===== src/rtl/softmax_row_scheduler_if.sv =====
// -----------------------------------------------------------------------------
// softmax_row_scheduler_if
// Bundles the signals between the softmax row scheduler and its surroundings:
// the command interface (start/num_rows/busy/done), the BRAM row reader
// (rd_start/rd_done/row_idx/row_base) and the softmax core
// (sm_valid/sm_ready/sm_done/rows_done).
//   modport master : the environment (command source, row reader, softmax core)
//   modport slave  : the scheduler itself
// -----------------------------------------------------------------------------
interface softmax_row_scheduler_if #(
  parameter int N        = 32,
  parameter int MAX_ROWS = 32
);
  localparam int ROW_W  = $clog2(MAX_ROWS);
  localparam int BASE_W = ROW_W + $clog2(N);

  logic              start;
  logic [ROW_W:0]    num_rows;
  logic              busy;
  logic              done;
  logic              rd_start;
  logic              rd_done;
  logic [ROW_W-1:0]  row_idx;
  logic [BASE_W-1:0] row_base;
  logic              sm_valid;
  logic              sm_ready;
  logic              sm_done;
  logic [ROW_W:0]    rows_done;

  modport master (
    output start, num_rows, rd_done, sm_ready, sm_done,
    input  busy, done, rd_start, row_idx, row_base, sm_valid, rows_done
  );

  modport slave (
    input  start, num_rows, rd_done, sm_ready, sm_done,
    output busy, done, rd_start, row_idx, row_base, sm_valid, rows_done
  );
endinterface


===== src/rtl/softmax_row_scheduler.sv =====
// -----------------------------------------------------------------------------
// softmax_row_scheduler
// Sequences a multi-row softmax pass: for every row it pulses the row reader,
// presents the row base address, offers the gathered row to the softmax core
// over valid/ready, and counts the core's per-row completions.
// Ports:
//   clk  - clock
//   rst  - asynchronous, active-high reset (aborts a pass with no done pulse)
//   bus  - softmax_row_scheduler_if.slave: start/num_rows in, busy/done out,
//          rd_start/row_idx/row_base out, rd_done in, sm_valid/rows_done out,
//          sm_ready/sm_done in
// Configuration macro: SOFTMAX_SCHED_PREFETCH_EN
//   defined   - the next row read is issued right after a handshake, overlapping
//               softmax compute of the row just handed off
//   undefined - strictly serial; a row is read only after the previous sm_done
// All outputs are registered and derived from the next state.
// -----------------------------------------------------------------------------
module softmax_row_scheduler #(
  parameter int N        = 32,
  parameter int MAX_ROWS = 32
) (
  input logic                     clk,
  input logic                     rst,
  softmax_row_scheduler_if.slave  bus
);
  localparam int ROW_W  = $clog2(MAX_ROWS);
  localparam int BASE_W = ROW_W + $clog2(N);

  localparam logic [ROW_W:0]    MAX_ROWS_C = (ROW_W+1)'(MAX_ROWS);
  localparam logic [ROW_W:0]    ONE_CNT    = (ROW_W+1)'(1);
  localparam logic [ROW_W-1:0]  ONE_IDX    = ROW_W'(1);
  localparam logic [BASE_W-1:0] N_C        = BASE_W'(N);

  typedef enum logic [2:0] {
    ST_IDLE    = 3'd0,
    ST_ISSUE   = 3'd1,
    ST_WAIT_RD = 3'd2,
    ST_OFFER   = 3'd3,
    ST_WAIT_SM = 3'd4,
    ST_DONE    = 3'd5
  } state_t;

  state_t            state_r;
  state_t            state_s;
  logic [ROW_W:0]    n_lat_r;
  logic [ROW_W:0]    n_lat_s;
  logic [ROW_W-1:0]  row_idx_r;
  logic [ROW_W-1:0]  row_idx_s;
  logic [BASE_W-1:0] row_base_r;
  logic [ROW_W:0]    rows_done_r;
  logic [ROW_W:0]    rows_done_s;
  logic              busy_r;
  logic              done_r;
  logic              rd_start_r;
  logic              sm_valid_r;
  logic              accept_s;
  logic              handshake_s;
  logic              last_row_s;
  logic              sm_done_cnt_s;

  // Pass bookkeeping: start acceptance, row-count clamp, row index and completion count.
  always_comb begin
    accept_s      = (state_r == ST_IDLE) && bus.start;
    handshake_s   = (state_r == ST_OFFER) && bus.sm_ready;
    // The row being offered is the last one of the pass.
    last_row_s    = (({1'b0, row_idx_r}) + ONE_CNT) >= n_lat_r;
    // Completions count everywhere but IDLE and never beyond the pass length.
    sm_done_cnt_s = bus.sm_done && (state_r != ST_IDLE) && (rows_done_r != n_lat_r);

    if (bus.num_rows > MAX_ROWS_C) begin
      n_lat_s = MAX_ROWS_C;
    end else begin
      n_lat_s = bus.num_rows;
    end

    if (accept_s) begin
      rows_done_s = '0;
    end else if (sm_done_cnt_s) begin
      rows_done_s = rows_done_r + ONE_CNT;
    end else begin
      rows_done_s = rows_done_r;
    end

    // row_idx holds at the last row so row_base stays inside the pass.
    if (accept_s) begin
      row_idx_s = '0;
    end else if (handshake_s && !last_row_s) begin
      row_idx_s = row_idx_r + ONE_IDX;
    end else begin
      row_idx_s = row_idx_r;
    end
  end

  // Next-state logic of the row sequencing FSM.
  always_comb begin
    state_s = state_r;
    case (state_r)
      ST_IDLE: begin
        if (bus.start) begin
          if (bus.num_rows != '0) begin
            state_s = ST_ISSUE;
          end else begin
            state_s = ST_DONE;
          end
        end else begin
          state_s = ST_IDLE;
        end
      end
      ST_ISSUE: begin
        state_s = ST_WAIT_RD;
      end
      ST_WAIT_RD: begin
        if (bus.rd_done) begin
          state_s = ST_OFFER;
        end else begin
          state_s = ST_WAIT_RD;
        end
      end
      ST_OFFER: begin
        if (bus.sm_ready) begin
`ifdef SOFTMAX_SCHED_PREFETCH_EN
          // Overlap the next read with compute of the row just handed off.
          if (!last_row_s) begin
            state_s = ST_ISSUE;
          end else begin
            state_s = ST_WAIT_SM;
          end
`else
          state_s = ST_WAIT_SM;
`endif
        end else begin
          state_s = ST_OFFER;
        end
      end
      ST_WAIT_SM: begin
        if (rows_done_r == n_lat_r) begin
          state_s = ST_DONE;
`ifdef SOFTMAX_SCHED_PREFETCH_EN
        end else begin
          // Every row is already handed off; just wait for the count.
          state_s = ST_WAIT_SM;
        end
`else
        end else if (bus.sm_done && ((rows_done_r + ONE_CNT) < n_lat_r)) begin
          // Non-final row finished: read the next one.
          state_s = ST_ISSUE;
        end else begin
          // The final completion is picked up by the count next cycle.
          state_s = ST_WAIT_SM;
        end
`endif
      end
      ST_DONE: begin
        state_s = ST_IDLE;
      end
      default: begin
        state_s = ST_IDLE;
      end
    endcase
  end

  // State, pass registers and registered outputs (outputs follow the next state).
  always_ff @(posedge clk or posedge rst) begin
    if (rst) begin
      state_r     <= ST_IDLE;
      n_lat_r     <= '0;
      row_idx_r   <= '0;
      row_base_r  <= '0;
      rows_done_r <= '0;
      busy_r      <= 1'b0;
      done_r      <= 1'b0;
      rd_start_r  <= 1'b0;
      sm_valid_r  <= 1'b0;
    end else begin
      state_r     <= state_s;
      if (accept_s) begin
        n_lat_r <= n_lat_s;
      end
      row_idx_r   <= row_idx_s;
      row_base_r  <= BASE_W'(row_idx_s) * N_C;
      rows_done_r <= rows_done_s;
      busy_r      <= (state_s != ST_IDLE);
      done_r      <= (state_s == ST_DONE);
      rd_start_r  <= (state_s == ST_ISSUE);
      sm_valid_r  <= (state_s == ST_OFFER);
    end
  end

  assign bus.busy      = busy_r;
  assign bus.done      = done_r;
  assign bus.rd_start  = rd_start_r;
  assign bus.row_idx   = row_idx_r;
  assign bus.row_base  = row_base_r;
  assign bus.sm_valid  = sm_valid_r;
  assign bus.rows_done = rows_done_r;
endmodule

===== src/flat_wrapper.sv =====
// flat-port wrapper written by rule: the top's interface ports become plain ports
module softmax_row_scheduler_flat 
#(
  parameter int N        = 32,
  parameter int MAX_ROWS = 32
)
  (clk, rst, bus_start, bus_num_rows, bus_rd_done, bus_sm_ready, bus_sm_done, bus_busy, bus_done, bus_rd_start, bus_row_idx, bus_row_base, bus_sm_valid, bus_rows_done);
  softmax_row_scheduler_if #(.N(N), .MAX_ROWS(MAX_ROWS)) bus_i ();
  input logic clk;
  input logic rst;
  input wire logic [$bits(bus_i.start)-1:0] bus_start;
  input wire logic [$bits(bus_i.num_rows)-1:0] bus_num_rows;
  input wire logic [$bits(bus_i.rd_done)-1:0] bus_rd_done;
  input wire logic [$bits(bus_i.sm_ready)-1:0] bus_sm_ready;
  input wire logic [$bits(bus_i.sm_done)-1:0] bus_sm_done;
  output wire logic [$bits(bus_i.busy)-1:0] bus_busy;
  output wire logic [$bits(bus_i.done)-1:0] bus_done;
  output wire logic [$bits(bus_i.rd_start)-1:0] bus_rd_start;
  output wire logic [$bits(bus_i.row_idx)-1:0] bus_row_idx;
  output wire logic [$bits(bus_i.row_base)-1:0] bus_row_base;
  output wire logic [$bits(bus_i.sm_valid)-1:0] bus_sm_valid;
  output wire logic [$bits(bus_i.rows_done)-1:0] bus_rows_done;
  assign bus_i.start = bus_start;
  assign bus_i.num_rows = bus_num_rows;
  assign bus_i.rd_done = bus_rd_done;
  assign bus_i.sm_ready = bus_sm_ready;
  assign bus_i.sm_done = bus_sm_done;
  assign bus_busy = bus_i.busy;
  assign bus_done = bus_i.done;
  assign bus_rd_start = bus_i.rd_start;
  assign bus_row_idx = bus_i.row_idx;
  assign bus_row_base = bus_i.row_base;
  assign bus_sm_valid = bus_i.sm_valid;
  assign bus_rows_done = bus_i.rows_done;
  softmax_row_scheduler #(.N(N), .MAX_ROWS(MAX_ROWS)) u_core (.clk(clk), .rst(rst), .bus(bus_i));
endmodule

===== config.mk =====
export PLATFORM = sky130hd
export DESIGN_NAME = softmax_row_scheduler_flat
export DESIGN_NICKNAME = d
export VERILOG_FILES = /design/src/rtl/softmax_row_scheduler_if.sv /design/src/rtl/softmax_row_scheduler.sv /design/src/flat_wrapper.sv
export SDC_FILE = /design/constraint.sdc
export NUM_CORES = 1
export LEC_CHECK = 0
export BUFFER_PORTS_ARGS = -buffer_cell sky130_fd_sc_hd__clkbuf_2
export CAP_MARGIN = 5
export CORE_UTILIZATION = 45
export CTS_CLUSTER_DIAMETER = 50
export DETAILED_ROUTE_END_ITERATION = 7
export PLACE_DENSITY = 0.68
export SYNTH_ARGS = -nofsm -noshare
export SYNTH_HDL_FRONTEND = slang
export SYNTH_SLANG_ARGS = --single-unit

===== constraint.sdc =====
create_clock -name clk -period 2.4 [get_ports clk]
set_input_delay 0 -clock clk [delete_from_list [all_inputs] [get_ports clk]]
set_output_delay 0 -clock clk [all_outputs]
set_load 0.02 [all_outputs]

# --- After elaboration in Yosys (flattened, before gate mapping) ---
# Cells that the tools add are included.
totals:
  inputBits: 12
  latch_bits: 0
  memories: 0
  ramBits: 0
  rom_bits: 0
  word_cells: 48
  register_bits: 24
  out_inout_bits: 25
classes:
  order_cmp: 3
  n_shift: 0
  div: 0
  n_mux: 12
  n_reduce_logical: 13
  n_mul: 0
  n_addsub: 3
  eq_ne: 9
  n_bitwise: 0
op_table:
  columns: ["op", "n"]
  rows:
  - ["two-way mux 6 bit", 3]
  - ["two-way mux 3 bit", 5]
  - ["one-hot mux 3 bit (5 select lines)", 1]
  - ["two-way mux 5 bit", 2]
  - ["== test 3 x 2 -> 1 bit (second input constant)", 3]
  - ["adder 5 x 1 -> 6 bit (second input constant)", 1]
  - ["adder 6 x 1 -> 6 bit (second input constant)", 1]
  - ["== test 3 x 1 -> 1 bit (second input constant)", 2]
  - ["== test 3 bit (second input constant)", 2]
  - ["== test 6 bit", 1]
  - [">= comparator 6 bit", 1]
  - ["> comparator 6 bit (second input constant)", 1]
  - ["logical AND 1 bit", 6]
  - ["less-than comparator 6 bit", 1]
  - ["inequality test 6 bit", 1]
  - ["nonzero test 3 bit", 2]
  - ["nonzero test 6 bit", 1]
  - ["adder 5 x 1 -> 5 bit (second input constant)", 1]
  - ["nonzero test 2 bit", 2]
  - ["zero test 3 bit", 1]
  - ["zero test 1 bit", 1]
  - ["two-way mux 1 bit", 1]

# --- Depth between registers and ports, before layout ---
# Gate-level depths: netlist (run 1).
depth:
  ltp_word: 7
  depth_mapped: 10
  depth_no_buf: 9

# --- Worst setup path after synthesis (run 1) ---
# No wires, ideal clock.
synth_timing:
  kind: "register to register"
  startpoint: "register, netlist name u_core.bus.row_base[5]"
  endpoint: "register u_core.row_base_r[7], in the netlist u_core.bus.row_base[7]"
  required_ns: 2.263
  t_arrival_ns: 2.289
  stages_incl_launch_ff: 10
  period_less_slack_ns: 2.425
  setup_time_ns: 0.137
  path_slack_ns: -0.025
  n_path_buf: 0
  cell_sequence: "dfrtp_1 > ha_1 > nand3_1 > xnor2_1 > ha_1 > a21o_1 > a2111oi_4 > o21ai_2 > o211ai_2 > o31ai_2"
synth_lines:
  columns: ["item", "line", "source"]
  rows:
  - ["end signal, assigned", "softmax_row_scheduler.sv:180", "row_base_r <= BASE_W'(row_idx_s) * N_C;"]
  - ["end, declared", "softmax_row_scheduler.sv:49", "logic [BASE_W-1:0] row_base_r;"]

==> impl_metrics.ini, run 1 <==
[sta]
min_period_over_period_pct = 96.1
whs_ns = -0.00519
setup_tns_ns = 0
period_minus_slack_ns = 2.31
slew_violations = 0
fin_worst_skew_ns = 0.00609
relSlewSlack_pct = 38.3
rsz0062_at_grt = no
fmax_mhz = 433
finalSetupViolCount = 0
finalHoldViolations = 1
tightest_slew_ns = 0.925

[global_route]
grtUsageTotal_pct = 19.3
grt_max_degree = 25
grt_pass1_vias = 1369
grt-ovfl-total = 0
grt_pass1_wl_um = 5990
grt_antenna_before_repair = 0

[critical_path]
ff2ff_setup_slack_ns = 0.09
worstPathCellList = ha_4, nand3_2, xnor2_2, ha_1, a21o_1, a2111oi_4, o21ai_4, o211ai_2, o31ai_2
crit_fanout = 5
cp_top_family = compound AO/OA/AOI/OAI gates
cp_data_arrival_time_ns = 2.53
worstSetupStartpointType = flip-flop
crit_path_end = u_core.bus.row_base[7]$_DFFE_PP0P_
crit_type = reg -> reg
ff2ff_path_depth = 9
worst-path-stages = 9
reg2reg_to = u_core.bus.row_base[7]$_DFFE_PP0P_
cp-end-kind = flip-flop
r2r-start = u_core.bus.row_base[6]$_DFFE_PP0P_
crit_slowest_cell = dfrtp_1
max_stage_delay_ns = 0.42
path_buf_inv = 0
cp_data_required_time_ns = 2.62
worstSetupStartpoint = u_core.bus.row_base[6]$_DFFE_PP0P_

[logic_synthesis]
synth_cell_types = 44
synthArstFlopShare_pct = 100
synth_compound_area_share_pct = 16.1
synth-edff-count = 0
yosys_warnings = 0
synthTopCellsByArea = dfrtp_1 37%, ha_1 11%, buf_4 4.6%
synthMuxAreaShare_pct = 1.90
synth_flop_cell = dfrtp_1
synth_top_family_by_area = simple AND/OR/NAND/NOR gates
syn_avg_cell_area_um2 = 9.61
yosysTopAreaCell = dfrtp_1
ys_seq_elements = 24
synth-simple-area-share_pct = 18.3
synth_top_area_share_pct = 36.5
yosysMostFrequentCell = dfrtp_1
synth_fa_ha_area_share_pct = 10.7
synthTopCellsByCount = 24 x dfrtp_1, 14 x ha_1, 14 x nand3_1
syn_inst = 171
synthesis.area_mm2 = 0.00164
yosysSeqAreaShare_pct = 36.5
synth_xor_area_share_pct = 7.31

[clock_network]
worstSkewPairLatency_ns = 0.32
cts_buffers = 3
clk_path_buf_depth = 2
cts_tree = built
cts.clk_slew.worst_paths_ns = 0.14
htreeDepth = 1
cts_sinks = 24
clockRootBuffer = clkbuf_4

[floorplan]
coreArea_mm2 = 0.00342
ioPinCount = 37
dieArea_mm2 = 0.00390
die_w_um = 62.4
start_util_pct = 48.1
num_rows = 21
fp.dieH_um = 62.4

[power]
irDropWorstVdd_v = 0.000553
power.density_mw_per_mm2 = 1090
p_leak_nw = 0.966
power_w = 0.00220

[detailed_routing]
drt-vias-per-instance = 5.34
wl_per_cell_um = 14.2
via_count = 1389
finalWirelength_um = 3690
firstDrtPassIters = 4
ant_nets = 0
drc = 0
drt_iter0_drc = 39

[place]
place.gp.congestion = 0.827
hpwl_um = 2650
port_buffers = 31

[layout]
num_antenna_cells = 0
syn2layout_area_growth_pct = 23.3
nets = 241
layout-drive-gt1-share_pct = 29.9

[status]
status = finished with violations
failed_checks = negative hold slack

[run]
cap_violations = 0

[hold_path]
hold_class = in -> reg
-- placed cells by master, fill, tap and decap left out, types with 2 or more instances in the layout --
master and n:
nor3b_1 2, dfrtp_2 2, a21oi_1 4, mux2i_1 2
dfrtp_1 22, inv_1 11, clkbuf_4 3, nor2_1 8
a2111oi_4 2, xnor2_1 6, xnor2_2 3, o21ai_1 10
clkbuf_2 31, nand2b_1 11, buf_4 11, ha_1 13
xor2_1 3, dlygate4sd3_1 7, o31ai_1 2, o211ai_1 2
nand2_1 13, conb_1 5, o21ai_4 2, nand3_1 13
o22ai_1 3
-- state kept, by name (all words and copies together), names as in the netlist --
signal / count
u_core.state_r: 3
u_core.bus.done: 1
u_core.bus.rows_done: 6
u_core.n_lat_r: 6
u_core.bus.sm_valid: 1
u_core.bus.row_base: 5
u_core.bus.busy: 1
u_core.bus.rd_start: 1
-- power breakdown --
group | leakage [nW] | total (W) | switching, W | internal, W
Sequential | 0.311 | 0.000664 | 0.000128 | 0.000536
Combinational | 0.626 | 0.00124 | 0.000745 | 0.000491
Clock | 0.0279 | 0.000301 | 0.000132 | 0.000169
Total | 0.966 | 0.00220 | 0.00100 | 0.00120
-- repair_timing --
action / CTS / global route
resized for setup: 0 / 7
endpoints found under the hold margin: 31 / 0
hold buffers: 7 / 0
setup buffers: 0 / 2
endpoints found under the setup margin: 0 / 7
-- logic make-up after synthesis --
| kind of cell | Yosys count |
|---|---|
| other cells | 1 |
| buf+inv | 26 |
| compound gates | 34 |
| xor+xnor | 12 |
| fa+ha+maj | 14 |
| flops | 24 |
| simple gates | 57 |
| mux | 3 |
-- worst min-delay path: stages --
cell,delay [ns]
clkbuf_2,0.08
mux2i_1,0.13
nor3b_1,0.08
-- worst min path at each step --
stage / startpoint / to / slack (ns) / cells past startpoint
2_1_floorplan: rst / u_core.bus.busy$_DFF_PP0_ / 0.01 / 1
3_3_place_gp: rst / u_core.bus.sm_valid$_DFF_PP0_ / 0.22 / 2
3_5_place_dp: rst / u_core.bus.sm_valid$_DFF_PP0_ / 0.24 / 2
4_1_cts: bus_rd_done / u_core.bus.sm_valid$_DFF_PP0_ / 0.004 / 3
5_1_grt: bus_num_rows[5] / u_core.n_lat_r[5]$_DFFE_PP0P_ / 0.005 / 2
6_report: bus_rd_done / u_core.bus.sm_valid$_DFF_PP0_ / -0.005 / 3
-- layout make-up --
type | instances | area [um2]
clock buffer | 3 | 22.5
clock inverter | 1 | 30.0
fill | 302 | 1390
inverter | 11 | 41.3
multi-input combinational | 126 | 965
sequential | 24 | 603
tap | 46 | 57.6
timing repair buffer | 49 | 308
-- through the flow --
step                worst slack (ns)  instances  hold WS, ns  utilization [%]  area [um2]
finish                        0.0926        260     -0.00519             59.3        2030
detailed placement            0.0453        246        0.239             53.7        1830
floorplan                    0.00935        175       0.0146                -        1660
CTS                           0.0209        257      0.00387             57.3        1960
global route                  0.0127        260      0.00540             59.3        2030
global placement               0.127        246        0.216             53.7        1830
-- routing by layer --
| layer | wire [um] | vias up | track usage [%] |
|---|---|---|---|
| met1 | 1640 | 665 | 23.8 |
| li1 | - | 670 | - |
| met4 | 35 | 0 | 7.85 |
| met3 | 182 | 4 | 2.01 |
| met2 | 1830 | 50 | 34.1 |
| met5 | 0 | - | 0 |
(Power assumes the default switching activity.)
==> run 2, diff against run 1 <==
CORE_UTILIZATION = 54   (was 45)
PLACE_DENSITY = 0.8   (was 0.68)
==> impl_metrics.ini, run 2 (synthesized netlist as in run 1, its figures left out) <==
[status]
status = finished with violations
failed_checks = design-rule violations

[detailed_routing]
ant_nets = 0
drt-vias-per-instance = 5.54
drt_iter0_drc = 62
wl_per_cell_um = 15.3
firstDrtPassIters = 6
drc = 6
finalWirelength_um = 3830
via_count = 1385

[global_route]
grt_max_degree = 25
grt_pass1_wl_um = 6020
grt_antenna_before_repair = 0
grt-ovfl-total = 0
grtUsageTotal_pct = 24.1
grt_pass1_vias = 1372

[clock_network]
htreeDepth = 1
clk_path_buf_depth = 2
cts.clk_slew.worst_paths_ns = 0.13
worstSkewPairLatency_ns = 0.32
clockRootBuffer = clkbuf_4
cts_tree = built
cts_buffers = 3
cts_sinks = 24

[floorplan]
die_w_um = 57.2
ioPinCount = 37
fp.dieH_um = 57.2
dieArea_mm2 = 0.00327
num_rows = 19
coreArea_mm2 = 0.00283
start_util_pct = 58.1

[critical_path]
worstSetupStartpointType = flip-flop
worstPathCellList = ha_4, nand3_2, xnor2_2, ha_1, a21o_1, a2111oi_4, o21ai_4, o211ai_2, o31ai_2
cp_data_required_time_ns = 2.62
crit_slowest_cell = dfrtp_1
crit_type = reg -> reg
r2r-start = u_core.bus.row_base[6]$_DFFE_PP0P_
crit_fanout = 5
cp-end-kind = flip-flop
max_stage_delay_ns = 0.42
worstSetupStartpoint = u_core.bus.row_base[6]$_DFFE_PP0P_
cp_data_arrival_time_ns = 2.52

[place]
port_buffers = 31
hpwl_um = 2620
dp_slack_ns = 0.0689
place.gp.congestion = 0.878

[sta]
finalSetupViolCount = 0
finalHoldViolations = 0
period_minus_slack_ns = 2.30
tightest_slew_ns = 0.923
setup_tns_ns = 0
setup_ws_ns = 0.0963
fin_worst_skew_ns = 0.00289
whs_ns = 0.0500
relSlewSlack_pct = 38.4
fmax_mhz = 434
min_period_over_period_pct = 96.0
slew_violations = 0

[layout]
num_antenna_cells = 0
syn2layout_area_growth_pct = 24.6
layout_commonest_cell = clkbuf_2
nets = 246
final_cell_mix = 31 x clkbuf_2, 21 x dfrtp_1, 14 x dlygate4sd3_1
layout-drive-gt1-share_pct = 28.8

[hold_path]
hp-start = bus_sm_ready
hold_class = in -> reg

[power]
p_leak_nw = 0.968
power.density_mw_per_mm2 = 1040
power_w = 0.00213
irDropWorstVdd_v = 0.000679

[run]
cap_violations = 0
[run 2: per-stage QoR]
stage | util [%] | cell area (um2) | cells
CTS | 69.9 | 1980 | 247
finish | 72.4 | 2050 | 250
detailed placement | 63.6 | 1800 | 229
global route | 72.4 | 2050 | 250
floorplan | - | 1660 | 175
global placement | 63.6 | 1800 | 229
[run 2: layout make-up]
| cell class | instances | area, um2 |
|---|---|---|
| clock buffers | 4 | 36.3 |
| fillers | 202 | 781 |
| inverters | 11 | 41.3 |
| multi-input cells | 126 | 965 |
| flip-flops and latches | 24 | 604 |
| well taps | 31 | 38.8 |
| repair buffers | 54 | 363 |
[run 2: where the power goes]
group	total, W	switching, W	internal (W)
Clock	0.000216	0.000123	0.0000929
Sequential	0.000690	0.000153	0.000537
Combinational	0.00122	0.000736	0.000486
Total	0.00213	0.00101	0.00112
[run 2: path summary, 6_finish.rpt]
kind,slack (ns),to,cells past startpoint
max,0.1,u_core.bus.row_base[7]$_DFFE_PP0P_,9
min,0.05,u_core.bus.sm_valid$_DFF_PP0_,4
max reg2reg,0.1,u_core.bus.row_base[7]$_DFFE_PP0P_,9
min reg2reg,0.54,u_core.bus.rows_done[0]$_DFFE_PP0P_,1
max in group asynchronous,1.38,u_core.bus.row_base[5]$_DFFE_PP0P_,3
min in group asynchronous,0.40,u_core.bus.done$_DFF_PP0_,3
[run 2: worst max-delay path, delay by kind of cell, from the launching register on]
family	cells	cell delay (ns)
flops	1	0.42
xor+xnor	1	0.17
compound gates	5	1.01
simple gates	1	0.10
fa+ha+maj	2	0.49
[run 2: layer usage]
metal / track usage, % / routed length, um
met5: 0 / 0
met4: 8.01 / 59
met2: 41.3 / 1940
met1: 31.9 / 1690
met3: 2.72 / 140
[run 2: repair_timing]
item / in CTS / in global routing
resized for setup: 0 / 8
setup endpoints to repair: 0 / 7
setup buffers: 0 / 2
endpoints found under the hold margin: 32 / 0
hold buffers: 14 / 0
==> run 3, diff against run 2 <==
PLACE_DENSITY = 0.86   (was 0.8)
==> impl_metrics.ini, run 3 (synthesized netlist as in run 1, its figures left out) <==
[status]
status = finished with violations
failed_checks = design-rule violations

[global_route]
grt_pass1_vias = 1379
grt_max_degree = 25
grt_antenna_before_repair = 0
grtUsageTotal_pct = 23.4
grt-ovfl-total = 0
grt_pass1_wl_um = 5890

[clock_network]
cts_sinks = 24
worstSkewPairLatency_ns = 0.33
clk_path_buf_depth = 2
cts.clk_slew.worst_paths_ns = 0.15
cts_tree = built
clockRootBuffer = clkbuf_4
htreeDepth = 1
cts_buffers = 3

[layout]
layout_commonest_cell = clkbuf_2
nets = 249
num_antenna_cells = 0
layout-drive-gt1-share_pct = 28.8
stdcell_count = 253
num-fill-cells = 198
syn2layout_area_growth_pct = 26.0
final_cell_mix = 31 x clkbuf_2, 23 x dfrtp_1, 14 x dlygate4sd3_1

[sta]
finalHoldViolations = 0
period_minus_slack_ns = 2.34
finalSetupViolCount = 0
relSlewSlack_pct = 40.5
setup_ws_ns = 0.0627
setup_tns_ns = 0
fin_worst_skew_ns = 0.00480
min_period_over_period_pct = 97.4
slew_violations = 0
whs_ns = 0.0352
tightest_slew_ns = 0.892
fmax_mhz = 428

[critical_path]
worstPathCellList = ha_4, nand3_2, xnor2_2, ha_1, a21o_1, a2111oi_4, o21ai_4, o211ai_2, o31ai_2
path_buf_inv = 0
cp_data_arrival_time_ns = 2.57
cp_data_required_time_ns = 2.64
worstSetupStartpointType = flip-flop
crit_slowest_cell = dfrtp_1
cp-end-kind = flip-flop
cp_top_family = compound AO/OA/AOI/OAI gates
crit_fanout = 5
crit_type = reg -> reg
max_stage_delay_ns = 0.43

[detailed_routing]
via_count = 1420
drt-vias-per-instance = 5.61
firstDrtPassIters = 8
wl_per_cell_um = 14.5
finalWirelength_um = 3670
drt_iter0_drc = 40
ant_nets = 0
drc = 4

[power]
power.share.clock_pct = 14.0
power_w = 0.00219
p_leak_nw = 0.991
power.density_mw_per_mm2 = 1060
seqPwrFrac_pct = 31.0
internal_power_w = 0.00119
pwr-share-comb_pct = 55.0
irDropWorstVdd_v = 0.000802
netSwitchingFraction_pct = 45.7
p_sw_w = 0.00100

[floorplan]
dieArea_mm2 = 0.00327
die_w_um = 57.2
num_rows = 19
fp.dieH_um = 57.2
coreArea_mm2 = 0.00283
ioPinCount = 37
start_util_pct = 58.1

[hold_path]
hold_class = in -> reg

[place]
port_buffers = 31
place.gp.congestion = 0.822
dp_slack_ns = -0.00346
hpwl_um = 2560
placedCellCount = 232

[run]
cap_violations = 0
==> run 3: repair_timing <==
| action | 4_1_cts | 5_1_grt |
|---|---|---|
| pin swaps | 0 | 5 |
| gates cloned | 0 | 1 |
| gates resized for setup | 1 | 4 |
| hold buffers | 14 | 0 |
| endpoints found under the setup margin | 1 | 6 |
| hold endpoints to repair | 33 | 0 |
| buffers inserted | 0 | 2 |
==> run 3: final cells by class <==
| type | count | area, um2 | area share [%] |
|---|---|---|---|
| Timing Repair Buffer | 57 | 385 | 18.6 |
| Clock inverter | 1 | 30.0 | 1.45 |
| Inverter | 11 | 41.3 | 1.99 |
| Multi-Input combinational cell | 126 | 952 | 46.0 |
| Tap cell | 31 | 38.8 | 1.87 |
| Sequential cell | 24 | 602 | 29.0 |
| Clock buffer | 3 | 22.5 | 1.09 |
==> run 3: power groups by stage <==
stage                     clock, W  sequential, W  combinational, W
final                     0.000307       0.000679           0.00121
after global routing      0.000323       0.000694           0.00134
after CTS                 0.000308       0.000668           0.00114
after detailed placement         0       0.000676           0.00111
after global placement           0       0.000669           0.00108
after floorplan                  0       0.000725          0.000796
==> run 3: worst reg2reg max path: cells and delay by family, from the launching register on <==
| kind | cells | cell delay [ns] |
|---|---|---|
| xor+xnor | 1 | 0.22 |
| flops | 1 | 0.43 |
| fa+ha+maj | 2 | 0.45 |
| simple gates | 1 | 0.11 |
| compound gates | 5 | 1.03 |
==> run 3: stage by stage <==
step	util (%)	cell area, um2
floorplan	-	1660
global placement	64.4	1820
detailed placement	64.4	1820
CTS	71.5	2020
global route	73.2	2070
finish	73.2	2070
==> run 3: metal layers <==
metal  vias to the layer above  share of wire (%)  track usage [%]
li1                        692                  -                -
met1                       666                 44             29.6
met2                        50                 50             40.3
met3                        12                3.5             3.40
met4                         0                2.5             9.41
met5                         -                  0                0
==> run 3: final timing paths <==
path,from,endpoint,slack (ns),depth (start not counted)
worst max-delay path,u_core.bus.row_base[6]$_DFFE_PP0P_,u_core.bus.row_base[7]$_DFFE_PP0P_,0.06,9
worst min-delay path,bus_sm_ready,u_core.bus.sm_valid$_DFF_PP0_,0.04,4
worst max register to register,u_core.bus.row_base[6]$_DFFE_PP0P_,u_core.bus.row_base[7]$_DFFE_PP0P_,0.06,9
worst min register to register,u_core.n_lat_r[0]$_DFFE_PP0P_,u_core.n_lat_r[0]$_DFFE_PP0P_,0.56,2
max in group asynchronous,rst,u_core.bus.row_base[5]$_DFFE_PP0P_,1.44,3
min in group asynchronous,rst,u_core.bus.rd_start$_DFF_PP0_,0.37,3
